**src/rtl/time_entry_pkg.sv**
```systemverilog
// ---------------------------------------------------------------------------
// time_entry_pkg
// Shared definitions for the microwave keypad time-entry block: key codes,
// FSM state encoding, the largest legal seconds-tens digit and a small
// key-classification helper.
// Imported by time_entry_if, time_entry_shreg and time_entry.
// ---------------------------------------------------------------------------
package time_entry_pkg;

    localparam logic [3:0] KEY_CLEAR    = 4'hA;
    localparam logic [3:0] KEY_START    = 4'hB;
    localparam logic [3:0] SEC_TENS_MAX = 4'd5;

    // Two-bit encoding shared with the rest of the timer chain.
    typedef enum logic [1:0] {
        IDLE  = 2'd0,
        ENTRY = 2'd1,
        LOAD  = 2'd2,
        RUN   = 2'd3
    } state_t;

    // Key codes 0..9 are decimal digits; everything else is a command or junk.
    function automatic logic is_digit(input logic [3:0] code);
        return (code <= 4'd9);
    endfunction

endpackage

```
**src/rtl/time_entry_if.sv**
```systemverilog
// ---------------------------------------------------------------------------
// time_entry_if
// Bundles the keypad strobe, the timer-chain status and the parallel-load
// bus that time_entry drives into the four decimal timer digits.
//   key_valid, key_code    keypad strobe and code
//   timer_done             timer chain has reached 00:00
//   d_min_tens..d_sec_ones BCD load data / display digits
//   loadn, load_en         parallel load strobe (active low) and enable
//   run, err, aborted      status: counting, rejected START, CLEAR during run
// modport master : the time_entry side (drives the load bus and status)
// modport slave  : the keypad / timer-chain side
// ---------------------------------------------------------------------------
interface time_entry_if;

    logic       key_valid;
    logic [3:0] key_code;
    logic       timer_done;
    logic [3:0] d_min_tens;
    logic [3:0] d_min_ones;
    logic [3:0] d_sec_tens;
    logic [3:0] d_sec_ones;
    logic       loadn;
    logic       load_en;
    logic       run;
    logic       err;
    logic       aborted;

    modport master (
        input  key_valid, key_code, timer_done,
        output d_min_tens, d_min_ones, d_sec_tens, d_sec_ones,
        output loadn, load_en, run, err, aborted
    );

    modport slave (
        output key_valid, key_code, timer_done,
        input  d_min_tens, d_min_ones, d_sec_tens, d_sec_ones,
        input  loadn, load_en, run, err, aborted
    );

endinterface

```
**src/rtl/time_entry_shreg.sv**
```systemverilog
// ---------------------------------------------------------------------------
// time_entry_shreg
// Four-digit BCD shift register holding the MM:SS entry plus the count of
// digits typed so far. New digits enter at seconds-ones and push the older
// digits left, like a calculator display.
//   clk, clrn   clock and asynchronous active-low reset
//   shift       shift key into sec_ones, count+1
//   clear       zero all digits and the count
//   norm        turn SS>=60 into +1 minute (sec_tens-6, BCD carry into minutes)
//   key         digit to shift in
//   min_tens..sec_ones, count   register contents
// Priority is clear > norm > shift; the FSM never asserts more than one.
// ---------------------------------------------------------------------------
module time_entry_shreg
    import time_entry_pkg::*;
(
    input  logic       clk,
    input  logic       clrn,
    input  logic       shift,
    input  logic       clear,
    input  logic       norm,
    input  logic [3:0] key,
    output logic [3:0] min_tens,
    output logic [3:0] min_ones,
    output logic [3:0] sec_tens,
    output logic [3:0] sec_ones,
    output logic [2:0] count
);

    // Digit storage. The caller guarantees minutes are not 99 when norm is
    // asserted, so the carry out of min_tens never has to be handled here.
    always_ff @(posedge clk or negedge clrn) begin
        if (!clrn) begin
            min_tens <= 4'd0;
            min_ones <= 4'd0;
            sec_tens <= 4'd0;
            sec_ones <= 4'd0;
            count    <= 3'd0;
        end else if (clear) begin
            min_tens <= 4'd0;
            min_ones <= 4'd0;
            sec_tens <= 4'd0;
            sec_ones <= 4'd0;
            count    <= 3'd0;
        end else if (norm) begin
            sec_tens <= sec_tens - 4'd6;
            if (min_ones == 4'd9) begin
                min_ones <= 4'd0;
                min_tens <= min_tens + 4'd1;
            end else begin
                min_ones <= min_ones + 4'd1;
            end
        end else if (shift) begin
            min_tens <= min_ones;
            min_ones <= sec_tens;
            sec_tens <= sec_ones;
            sec_ones <= key;
            count    <= count + 3'd1;
        end
    end

endmodule

```
**src/rtl/time_entry.sv**
```systemverilog
// ---------------------------------------------------------------------------
// time_entry
// Keypad-side writer for the microwave countdown timer. Collects up to four
// BCD digits (MM:SS), validates them on START, issues a one-cycle parallel
// load into the timer digits, then tracks RUN until timer_done or CLEAR.
//   clk   system clock, rising edge
//   clrn  asynchronous active-low reset
//   bus   time_entry_if.master: keypad in, timer_done in, load bus and
//         status (run, err, aborted) out
// Build option: define TIME_ENTRY_NORMALIZE_EN to turn a START with seconds
// tens above 5 into a minute carry (00:90 -> 01:30) instead of an err pulse.
// All outputs come from registers, so keys never reach outputs combinationally.
// ---------------------------------------------------------------------------
module time_entry
    import time_entry_pkg::*;
(
    input  logic          clk,
    input  logic          clrn,
    time_entry_if.master  bus
);

    state_t     state, state_nx;
    logic       err_q, err_nx;
    logic       abort_q, abort_nx;
    logic       shift, clear, norm;
    logic       key_dig, key_clr, key_start;
    logic       all_zero;
    logic [3:0] min_tens, min_ones, sec_tens, sec_ones;
    logic [2:0] count;

    assign key_dig   = bus.key_valid && is_digit(bus.key_code);
    assign key_clr   = bus.key_valid && (bus.key_code == KEY_CLEAR);
    assign key_start = bus.key_valid && (bus.key_code == KEY_START);
    assign all_zero  = ({min_tens, min_ones, sec_tens, sec_ones} == 16'h0000);

    time_entry_shreg u_shreg (
        .clk      (clk),
        .clrn     (clrn),
        .shift    (shift),
        .clear    (clear),
        .norm     (norm),
        .key      (bus.key_code),
        .min_tens (min_tens),
        .min_ones (min_ones),
        .sec_tens (sec_tens),
        .sec_ones (sec_ones),
        .count    (count)
    );

    // State register plus the two one-cycle status pulses.
    always_ff @(posedge clk or negedge clrn) begin
        if (!clrn) begin
            state   <= IDLE;
            err_q   <= 1'b0;
            abort_q <= 1'b0;
        end else begin
            state   <= state_nx;
            err_q   <= err_nx;
            abort_q <= abort_nx;
        end
    end

    // Next-state and shift-register control. Digits are always zero in IDLE,
    // so the first digit can use the ordinary shift to land in sec_ones.
    // In RUN, CLEAR is tested before timer_done so a simultaneous press aborts.
    always_comb begin
        state_nx = state;
        shift    = 1'b0;
        clear    = 1'b0;
        norm     = 1'b0;
        err_nx   = 1'b0;
        abort_nx = 1'b0;
        case (state)
            IDLE: begin
                if (key_dig) begin
                    shift    = 1'b1;
                    state_nx = ENTRY;
                end
            end
            ENTRY: begin
                if (key_dig) begin
                    shift = (count < 3'd4);
                end else if (key_clr) begin
                    clear    = 1'b1;
                    state_nx = IDLE;
                end else if (key_start && !all_zero) begin
                    if (sec_tens > SEC_TENS_MAX) begin
`ifdef TIME_ENTRY_NORMALIZE_EN
                        if (min_tens == 4'd9 && min_ones == 4'd9) begin
                            err_nx = 1'b1;
                        end else begin
                            norm     = 1'b1;
                            state_nx = LOAD;
                        end
`else
                        err_nx = 1'b1;
`endif
                    end else begin
                        state_nx = LOAD;
                    end
                end
            end
            LOAD: begin
                state_nx = RUN;
            end
            RUN: begin
                if (key_clr) begin
                    abort_nx = 1'b1;
                    clear    = 1'b1;
                    state_nx = IDLE;
                end else if (bus.timer_done) begin
                    clear    = 1'b1;
                    state_nx = IDLE;
                end
            end
            default: begin
                state_nx = IDLE;
            end
        endcase
    end

    assign bus.d_min_tens = min_tens;
    assign bus.d_min_ones = min_ones;
    assign bus.d_sec_tens = sec_tens;
    assign bus.d_sec_ones = sec_ones;
    assign bus.loadn      = (state != LOAD);
    assign bus.load_en    = (state == LOAD);
    assign bus.run        = (state == RUN);
    assign bus.err        = err_q;
    assign bus.aborted    = abort_q;

endmodule

```
**src/flat_wrapper.sv**
```systemverilog
// flat-port wrapper written by rule: the top's interface ports become plain ports
module time_entry_flat import time_entry_pkg::*;
  (clk, clrn, bus_key_valid, bus_key_code, bus_timer_done, bus_d_min_tens, bus_d_min_ones, bus_d_sec_tens, bus_d_sec_ones, bus_loadn, bus_load_en, bus_run, bus_err, bus_aborted);
  time_entry_if bus_i ();
  input  logic clk;
  input  logic clrn;
  input wire logic [$bits(bus_i.key_valid)-1:0] bus_key_valid;
  input wire logic [$bits(bus_i.key_code)-1:0] bus_key_code;
  input wire logic [$bits(bus_i.timer_done)-1:0] bus_timer_done;
  output wire logic [$bits(bus_i.d_min_tens)-1:0] bus_d_min_tens;
  output wire logic [$bits(bus_i.d_min_ones)-1:0] bus_d_min_ones;
  output wire logic [$bits(bus_i.d_sec_tens)-1:0] bus_d_sec_tens;
  output wire logic [$bits(bus_i.d_sec_ones)-1:0] bus_d_sec_ones;
  output wire logic [$bits(bus_i.loadn)-1:0] bus_loadn;
  output wire logic [$bits(bus_i.load_en)-1:0] bus_load_en;
  output wire logic [$bits(bus_i.run)-1:0] bus_run;
  output wire logic [$bits(bus_i.err)-1:0] bus_err;
  output wire logic [$bits(bus_i.aborted)-1:0] bus_aborted;
  assign bus_i.key_valid = bus_key_valid;
  assign bus_i.key_code = bus_key_code;
  assign bus_i.timer_done = bus_timer_done;
  assign bus_d_min_tens = bus_i.d_min_tens;
  assign bus_d_min_ones = bus_i.d_min_ones;
  assign bus_d_sec_tens = bus_i.d_sec_tens;
  assign bus_d_sec_ones = bus_i.d_sec_ones;
  assign bus_loadn = bus_i.loadn;
  assign bus_load_en = bus_i.load_en;
  assign bus_run = bus_i.run;
  assign bus_err = bus_i.err;
  assign bus_aborted = bus_i.aborted;
  time_entry u_core (.clk(clk), .clrn(clrn), .bus(bus_i));
endmodule
```
**config.mk**
```make
export PLATFORM = sky130hd
export DESIGN_NAME = time_entry_flat
export DESIGN_NICKNAME = d
export VERILOG_FILES = /design/src/rtl/time_entry_pkg.sv /design/src/rtl/time_entry_if.sv /design/src/rtl/time_entry_shreg.sv /design/src/rtl/time_entry.sv /design/src/flat_wrapper.sv
export SDC_FILE = /design/constraint.sdc
export NUM_CORES = 1
export LEC_CHECK = 0
export ABC_AREA = 1
export CAP_MARGIN = 20
export CELL_PAD_IN_SITES_DETAIL_PLACEMENT = 2
export CELL_PAD_IN_SITES_GLOBAL_PLACEMENT = 2
export CORE_MARGIN = 2
export CORE_UTILIZATION = 28
export CTS_CLUSTER_SIZE = 20
export DETAILED_ROUTE_END_ITERATION = 7
export GPL_TIMING_DRIVEN = 0
export PLACE_DENSITY = 0.83
export SLEW_MARGIN = 25
export SYNTH_ARGS = -nofsm -noshare
export SYNTH_HDL_FRONTEND = slang
export SYNTH_HIERARCHICAL = 1
export SYNTH_SLANG_ARGS = --single-unit
```
**constraint.sdc**
```tcl
create_clock -name clk -period 2.3 [get_ports clk]
set_input_delay 0.345 -clock clk [delete_from_list [all_inputs] [get_ports clk]]
set_output_delay 0.345 -clock clk [all_outputs]
set_load 0.02 [all_outputs]
```
---- Yosys cells after proc, flatten, opt, wreduce, memory -nomap -nowiden ----
Cells that the tools add are included.
operators by class
  add/subtract/negate cells ............... 1
  order comparisons ....................... 3
  equal/unequal tests ..................... 11
  mux-type cells .......................... 32
  reductions and logical operators ........ 9
operator list
  cell                                                                   count
  4-bit 2-to-1 mux                                                       8
  16-bit zero test                                                       1
  2-bit 2-to-1 mux                                                       7
  1-bit 2-to-1 mux                                                       12
  4-bit == test (second input constant)                                  2
  2-bit case mux with 4 select lines                                     1
  3-bit 2-to-1 mux                                                       2
  3-bit by 2-bit != test with 1-bit output (second input constant)       2
  5-bit AND reduction                                                    1
  2-bit == test (second input constant)                                  2
  4-bit by 3-bit > comparator with 1-bit output (second input constant)  1
  4-bit less-or-equal comparator (second input constant)                 1
  1-bit logical AND                                                      4
  2-bit != test (second input constant)                                  2
  1-bit case mux with 2 select lines                                     2
  3-bit by 1-bit adder with 3-bit output (second input constant)         1
  3-bit < comparator (second input constant)                             1
  3-bit by 1-bit != test with 1-bit output (second input constant)       1
  2-bit by 1-bit == test with 1-bit output (second input constant)       1
  2-bit zero test                                                        1
  2-bit by 1-bit != test with 1-bit output (second input constant)       1
  2-bit nonzero test                                                     1
  1-bit zero test                                                        1
storage, ports and cells
  register bits ........................... 23
  input port bits ......................... 8
  output and inout port bits .............. 21

---- Depth between registers and ports, before layout ----
Gate-level depths: netlist (run 1).
  depth in word-level cells ............... 7
  mapped depth ............................ 17
  mapped depth without buffers ............ 17

---- By module ----
The synthesis (run 1) kept the hierarchy.
modules (own cells, without submodules)
  module            times used  cells each  area an instance (um^2)  seq. area each (um^2)
  time_entry_shreg  1           135         1066.0                   475.5
  time_entry        1           65          367.9                    100.1

---- Worst setup path after synthesis (run 1) ----
No wires, ideal clock.
  path type ............................... register -> register
  start point ............................. register, netlist name u_core/u_shreg/min_ones[1]
  end point ............................... register u_core.u_shreg.min_tens[0]
  library setup time ...................... 122 ps
  arrival time ............................ 1816 ps
  data required time ...................... 2178 ps
  setup slack ............................. 362 ps
  stages on the path, launching flop included .. 16
  buffers on the path ..................... 0
  clock period less this slack ............ 1938 ps
  cell sequence ........................... dfrtp_1 > nor2_1 > nand2_1 > nor2_1 > nand2_1 > nand2_1 > nand2_1 > nand3_2 > nor2_1 > inv_2 > nand2_4 > nor2_4 > inv_6 > nand2_4 > nand2_1 > o21ai_1
RTL lines
  element               line                    RTL
  to (signal assigned)  time_entry_shreg.sv:49  min_tens <= min_tens + 4'd1;
  to (signal assigned)  time_entry_shreg.sv:54  min_tens <= min_ones;
  to (decl)             time_entry_shreg.sv:23  output logic [3:0] min_tens,

---- Worst setup path in the final report (run 1) ----
  start point ............................. input port bus_key_code[0]
  end point ............................... register u_core.u_shreg.min_ones[3]
on the way
  cells in the longest elaborated chain, start to end .. 6
  elaborated cells on any way between the ends .. 13
  classes of those cells .................. order compare: 1; eq/ne: 1; mux: 8; reduce/logical: 3
ends and longest elaborated chain
  element                                                                 line                    RTL
  from (decl)                                                             flat_wrapper.sv:8       input wire logic [$bits(bus_i.key_code)-1:0] bus_key_code;
  branches (longest 4 deep; another with 4-bit less-or-equal comparator)  --
  1-bit case mux with 2 select lines *                                    time_entry.sv:73        case (state)
  net u_core.clear                                                        time_entry.sv:25        logic shift, clear, norm;
  4-bit 2-to-1 mux / 2-bit nonzero test (equally long branches)           --
  to (signal assigned)                                                    time_entry_shreg.sv:51  min_ones <= min_ones + 4'd1;
  to (signal assigned)                                                    time_entry_shreg.sv:55  min_ones <= sec_tens;
  to (decl)                                                               time_entry_shreg.sv:24  output logic [3:0] min_ones,
Mark *: on every way through the listed nets, which the timed path passes.
A chain may end at the register's enable or synchronous reset.

==> results.toml, run 1 <==
[placed_design]
place_area_um2 = 1808
place_ws_ps = -541.2
hpwl_um = 3371
place_inst = 301
place.port_buffers = 28
gp_congestion = 0.7466

[clock_network]
cts_sinks = 23
clk_latency_ps = 270
clock_path_buffers = 2
cts_tree = "yes"
cts_made_buffers = 3
clk_pin_slew_ps = 90
htreeDepth = 1
cts_root_buf = "clkbuf_8"

[pwr]
irDropWorstVdd_mv = 0.3947
power_uw = 2564
cellLeakagePower_uw = 0.0009744
power_density_nw_per_um2 = 1316

[routing]
avgViaCountPerCell = 4.684
post_drt_wl_per_cell_um = 16.08
drtIter0Drc = 43
dr_total_vias = 1452
postRouteAntennaNets = 0
totalWireLength_um = 4986
drtPass1Iterations = 4
drc = 0

[sta]
fmax_mhz = 463.7
hold_viol = 0
final_max_slew_viol_count = 0
period_minus_slack_ps = 2157
finalCritPeriodShare_pct = 93.77
fin_tns_setup_ps = 0
finalWorstSetupSlack_ps = 143.3
worstMarginPinSlew_ps = 566.4
setup_viol = 0
slew_headroom_pct = 62.24
finClkSkew_ps = 3.958

[floorplanning]
core_area_um2 = 5010
initial_core_util_pct = 28.62
die_area_um2 = 5709
num_rows = 26
fp.dieW_um = 75.56
dieHeight_um = 75.56
io_pins = 29

[cells_and_area]
drive_above_1_share_pct = 17.92
insertedDiodeCount = 0
multi_input_area_um2 = 785.8
final_cells = 310
nNetsFinal = 252
seq_area_um2 = 575.6
fin_area_um2 = 1948
syn2layout_area_growth_pct = 35.86
final.fill_count = 623

[yosys]
synth_area_leader_cell = "dfrtp_1"
synth.distinct_cells = 28
ys.warnings.count = 6
syn_area_um2 = 1434
synthTopCellsByArea = "dfrtp_1 (40%), nand2_1 (16%), nor2_1 (5.5%), nand3_1 (4.5%), o21ai_1 (4.5%)"
synth_top_area_share_pct = 40.14
syn_area_per_cell_um2 = 7.169
syn_inst = 200
ys_ff_latch = 23
ys_seq_area_share_pct = 40.14

[worst_setup_path]
worstPathBufferInverterCount = 4
cpMostUsedCell = "nand2_1"
worst_path_max_delay_cell = "clkdlybuf4s50_1"
arrival_ps = 2370
slowest_delay_ps = 510
worstPathCellList = "clkdlybuf4s50_1, inv_2, nor3_2, nand2_1, nand2_1, nand3_2, nor2_4, inv_2, nand2_4, nor2_4, inv_6, nand2_2, nor2_2, nand2_1, nand2_1"
crit_path_end_kind = "flip-flop"
cp_top_family = "simple AND/OR/NAND/NOR gates"
crit_type = "in -> reg"
crit_required_ps = 2520
crit_path_max_fanout = 7
start_kind = "primary input"

[global_routing]
grt_usage_pct = 18.24
antenna_found_initial = 0
grt_start_max_net_pins = 24
grt_pass1_wl_um = 7783
grt_overflow = 0
grt_pass1_vias = 1559

[min_path]
hold_class = "in -> async"

[status]
run_status = "finished clean"

[run]
maxCapViolations = 0
-- placed cells by master, fill, tap and decap left out, drive strengths merged, types with 2 or more instances in the layout --
cell,count
buf,8
clkdlybuf4s50,23
nand4,3
clkbuf,4
nand2,70
nand3,14
dfrtp,23
xnor2,2
o22ai,2
inv,26
nor3,2
nor2,27
a21oi,5
dlymetal6s2s,4
conb,4
o21ai,16
ha,3
-- cells in the mapped netlist, drive strengths merged --
master	number
nand2	70
xnor2	2
a21oi	5
nand4	3
conb	1
nand3	14
o22ai	2
o21ai	16
a211oi	1
inv	26
nor2	27
ha	3
o211ai	1
nor3	2
o31ai	1
buf	2
xor2	1
dfrtp	23
-- stage by stage --
stage	utilization, %	hold WS (ps)
2_1_floorplan	-	49.41
3_3_place_gp	36.19	460.1
3_5_place_dp	36.09	379.2
4_1_cts	37.34	78.83
5_1_grt	38.89	103.3
6_report	38.89	55.25
-- layer usage --
metal	vias up	share of wire (%)	track usage, %
met4	0	1.4	5.848
met2	23	51	31.11
met1	717	46	24.47
li1	708	-	-
met3	4	1.9	1.587
met5	-	0	0
-- path summary, 6_finish.rpt --
| kind | cells past startpoint | slack (ps) | startpoint | to |
|---|---|---|---|---|
| worst min-delay path | 1 | 60 | clrn | u_core/u_shreg/min_ones[1] |
| min in group clk | 3 | 410 | bus_key_code[1] | u_core/u_shreg/sec_ones[1] |
| worst max-delay path | 15 | 140 | bus_key_code[0] | u_core/u_shreg/min_ones[3] |
| worst min register to register | 1 | 520 | u_core/u_shreg/count[0] | u_core/u_shreg/count[0] |
| worst max register to register | 16 | 160 | u_core/u_shreg/min_ones[1] | u_core/u_shreg/min_ones[3] |
| max in group asynchronous | 1 | 1870 | clrn | u_core/u_shreg/min_tens[2] |
-- power by group --
group / switching, uW / leakage [uW] / internal [uW]
logic: 881 / 0.000661 / 592
clock network: 143 / 0.0000228 / 124
registers: 251 / 0.000290 / 572
-- cell families after synthesis --
kind of cell               share of synthesized area, %
other                                            0.2615
xor gates and xnor gates                          1.833
AOI/OAI and AO/OA                                 10.04
buffers and inverters                             8.289
and+or+nand+nor                                   36.82
adders and majority gates                         2.618
DFF                                               40.14
-- registers in the layout (all words and copies together), names as in the netlist, named ones only --
name and flops:
u_core/u_shreg/min_tens 4, u_core/bus.aborted 1, u_core/bus.err 1, u_core/state 1
u_core/u_shreg/count 3, u_core/u_shreg/sec_ones 4, u_core/u_shreg/min_ones 4, u_core/u_shreg/sec_tens 4
-- layout make-up --
type | instances | area share, %
flip-flops and latches | 23 | 29.54
inverters | 26 | 5.267
repair buffers | 33 | 17.21
clock buffers | 4 | 2.312
plain buffers | 2 | 0.8349
multi-input cells | 152 | 40.33
well taps | 70 | 4.496
-- timing repair --
item	CTS	global route
endpoints found under the setup margin	19	15
endpoints found under the hold margin	0	0
setup buffers	0	5
resized for setup	4	9
pin swaps	0	4
hold buffers	0	0
Note: power is estimated with default switching activity, not from simulation.
==> run 2: changes to the inputs <==
Settings changed: CORE_MARGIN 2 to default, GPL_TIMING_DRIVEN 0 to default.
==> run 2 against run 1 <==
Against the previous run: cell area rose by 1.3%; critical path type unchanged; register-to-register slack better by 190 ps; via count grew 3.0%; count of clock-buffer cells in the layout down 1; highest routed layer unchanged; critical path depth increased by 2; cell count grew 2.3%; clock power about the same.
==> results.toml, run 2 (same netlist as run 1, synthesis figures left out) <==
[routing]
dr_total_vias = 1496
postRouteAntennaNets = 0
drtIter0Drc = 56
post_drt_wl_per_cell_um = 15.32
drc = 0
avgViaCountPerCell = 4.719
drtPass1Iterations = 4
totalWireLength_um = 4856

[clock_network]
cts_tree = "yes"
cts_made_buffers = 3
cts_sinks = 23
cts_setup_buffers = 0
htreeDepth = 1
holdBufCountCts = 0
clk_pin_slew_ps = 90
clk_latency_ps = 270
clock_path_buffers = 2
cts_root_buf = "clkbuf_8"

[pwr]
clock_power_share_pct = 10.4
pwr-share-seq_pct = 30.3
power.internal_uw = 1336
power.switching_uw = 1224
irDropWorstVdd_mv = 0.5373
swShare_pct = 47.82
comb_power_share_pct = 59.3
power_density_nw_per_um2 = 1297
cellLeakagePower_uw = 0.0009783
power_uw = 2560

[cells_and_area]
layout_common_cells = "nand2_1 (62), clkdlybuf4s50_1 (28), dfrtp_1 (23), nor2_1 (20), buf_4 (17)"
drive_above_1_share_pct = 20.00
layout_commonest_cell = "nand2_1"
nNetsFinal = 262
fin_area_um2 = 1974
insertedDiodeCount = 0
final.fill_count = 597
final_cells = 317
syn2layout_area_growth_pct = 37.70

[sta]
fmax_mhz = 451.2
final_max_slew_viol_count = 0
setup_viol = 0
hold_viol = 0
worst_hold_slack_ps = 437.4
finalCritPeriodShare_pct = 96.35
finClkSkew_ps = 4.645
period_minus_slack_ps = 2216
rsz0062_at_grt = "true"
fin_tns_setup_ps = 0

[global_routing]
use_met2_pct = 35.47
use_met1_pct = 25.83
grt_overflow = 0
grt-busiest-layer = "met2"
grt_start_max_net_pins = 24
grt.met3_usage_pct = 2.058
grt_pass1_wl_um = 8031
grt_pass1_vias = 1626
grt_usage_pct = 19.92
antenna_found_initial = 0

[floorplanning]
num_rows = 25
initial_core_util_pct = 29.77
die_area_um2 = 5411
io_pins = 29
dieHeight_um = 73.56
fp.dieW_um = 73.56
core_area_um2 = 4817

[worst_setup_path]
crit_end = "u_core/u_shreg/min_tens[2]"
cp_top_family = "simple AND/OR/NAND/NOR gates"
slowest_delay_ps = 520
crit_required_ps = 2460
worst_path_max_delay_cell = "clkdlybuf4s50_1"
cpMostUsedCell = "nand2_1"
ff2ff_setup_slack_ps = 350
rr_endpoint = "u_core/u_shreg/min_tens[2]"
cp.depth = 17
startpoint = "bus_key_code[2]"
crit_path_end_kind = "flip-flop"
arrival_ps = 2380
worstPathBufferInverterCount = 6
crit_type = "in -> reg"
worst_r2r_startpoint = "u_core/u_shreg/sec_tens[2]"
reg2reg_depth = 16
crit_path_max_fanout = 7
start_kind = "primary input"
worstPathCellList = "clkdlybuf4s50_1, inv_1, nand2_1, nor2_4, buf_4, a21oi_2, nand2_1, nand3_2, nor2_2, inv_2, nand2_4, nor2_4, inv_6, nand2_4, inv_2, nand2_1, nand2_1"

[placed_design]
gp_congestion = 0.7661
place_area_um2 = 1921
place_inst = 313
hpwl_um = 3850
place.port_buffers = 28

[status]
run_status = "finished clean"

[min_path]
hold_class = "in -> async"

[run]
maxCapViolations = 0
-- run 2: cell count changes in the layout (fill, tap and decap cells not counted), moves of 2 or more --
cell and delta:
dlymetal6s2s_1 -4, buf_2 -2, nor2_4 -2, buf_4 +13
clkdlybuf4s50_1 +5
-- run 2: repair_timing --
action	in CTS	in global routing
cloned	0	0
setup endpoints to repair	6	11
resized for setup	1	2
pin swaps	0	0
-- run 2: worst reg2reg max path, stage by stage (launching register included) --
cell     delay (ps)
dfrtp_1         440
nor2_1          170
nand2_1          90
nor2_1          120
nand2_1          60
nand2_1          70
nand2_1          60
nand3_2          90
nor2_2           70
inv_2            90
nand2_4          70
nor2_4          180
inv_6            70
nand2_4         110
inv_2            30
nand2_1          60
nand2_1          50
-- run 2: cell type report --
| class | count | area [um2] | share of cell area [%] |
|---|---|---|---|
| Sequential cell | 23 | 575.6 | 29.15 |
| Inverter | 26 | 102.6 | 5.196 |
| Timing Repair Buffer | 45 | 407.9 | 20.66 |
| Multi-Input combinational cell | 152 | 758.2 | 38.40 |
| Clock inverter | 1 | 5.005 | 0.2535 |
| Clock buffer | 3 | 41.29 | 2.091 |
| Tap cell | 67 | 83.83 | 4.246 |
-- run 2: per-stage QoR --
| stage | utilization [%] | setup slack [ps] |
|---|---|---|
| 5_1_grt | 40.99 | -16.21 |
| 6_report | 40.99 | 83.86 |
| 3_3_place_gp | 39.87 | -63.65 |
| 4_1_cts | 40.94 | 25.13 |
| 3_5_place_dp | 39.87 | -268.0 |
| 2_1_floorplan | - | 362.1 |
-- run 2: worst min path at each step --
| stage | from | endpoint | slack (ps) | cells past startpoint |
|---|---|---|---|---|
| 2_1_floorplan | clrn | async pin | 50 | 0 |
| 3_3_place_gp | u_core/u_shreg/count[1] | u_core/u_shreg/count[1] | 460 | 2 |
| 3_5_place_dp | u_core/u_shreg/count[1] | u_core/u_shreg/count[1] | 490 | 2 |
| 4_1_cts | clrn | u_core/u_shreg/sec_tens[3] | 440 | 2 |
| 5_1_grt | clrn | u_core/u_shreg/sec_tens[3] | 450 | 2 |
| 6_report | clrn | u_core/u_shreg/sec_tens[3] | 440 | 2 |
-- run 2: power by group through the flow --
stage               clock [uW]  combinational, uW  sequential [uW]
finish                     265               1520              776
global route               292               1690              811
CTS                        283               1530              783
detailed placement           0               1510              790
global placement             0               1470              785
floorplan                    0                712              916
-- run 2: per-layer routing --
layer  vias up  wire length (um)
met1       742              2239
met4         0                44
met2        20              2477
met5         -                 0
li1        730                 -
met3         4                94
==> run 3: changes to the inputs <==
Settings changed: CTS_CLUSTER_DIAMETER from default to 120.
==> results of run 3 <==
Same layout as run 2: the final DEF is identical, and so are final timing and power.
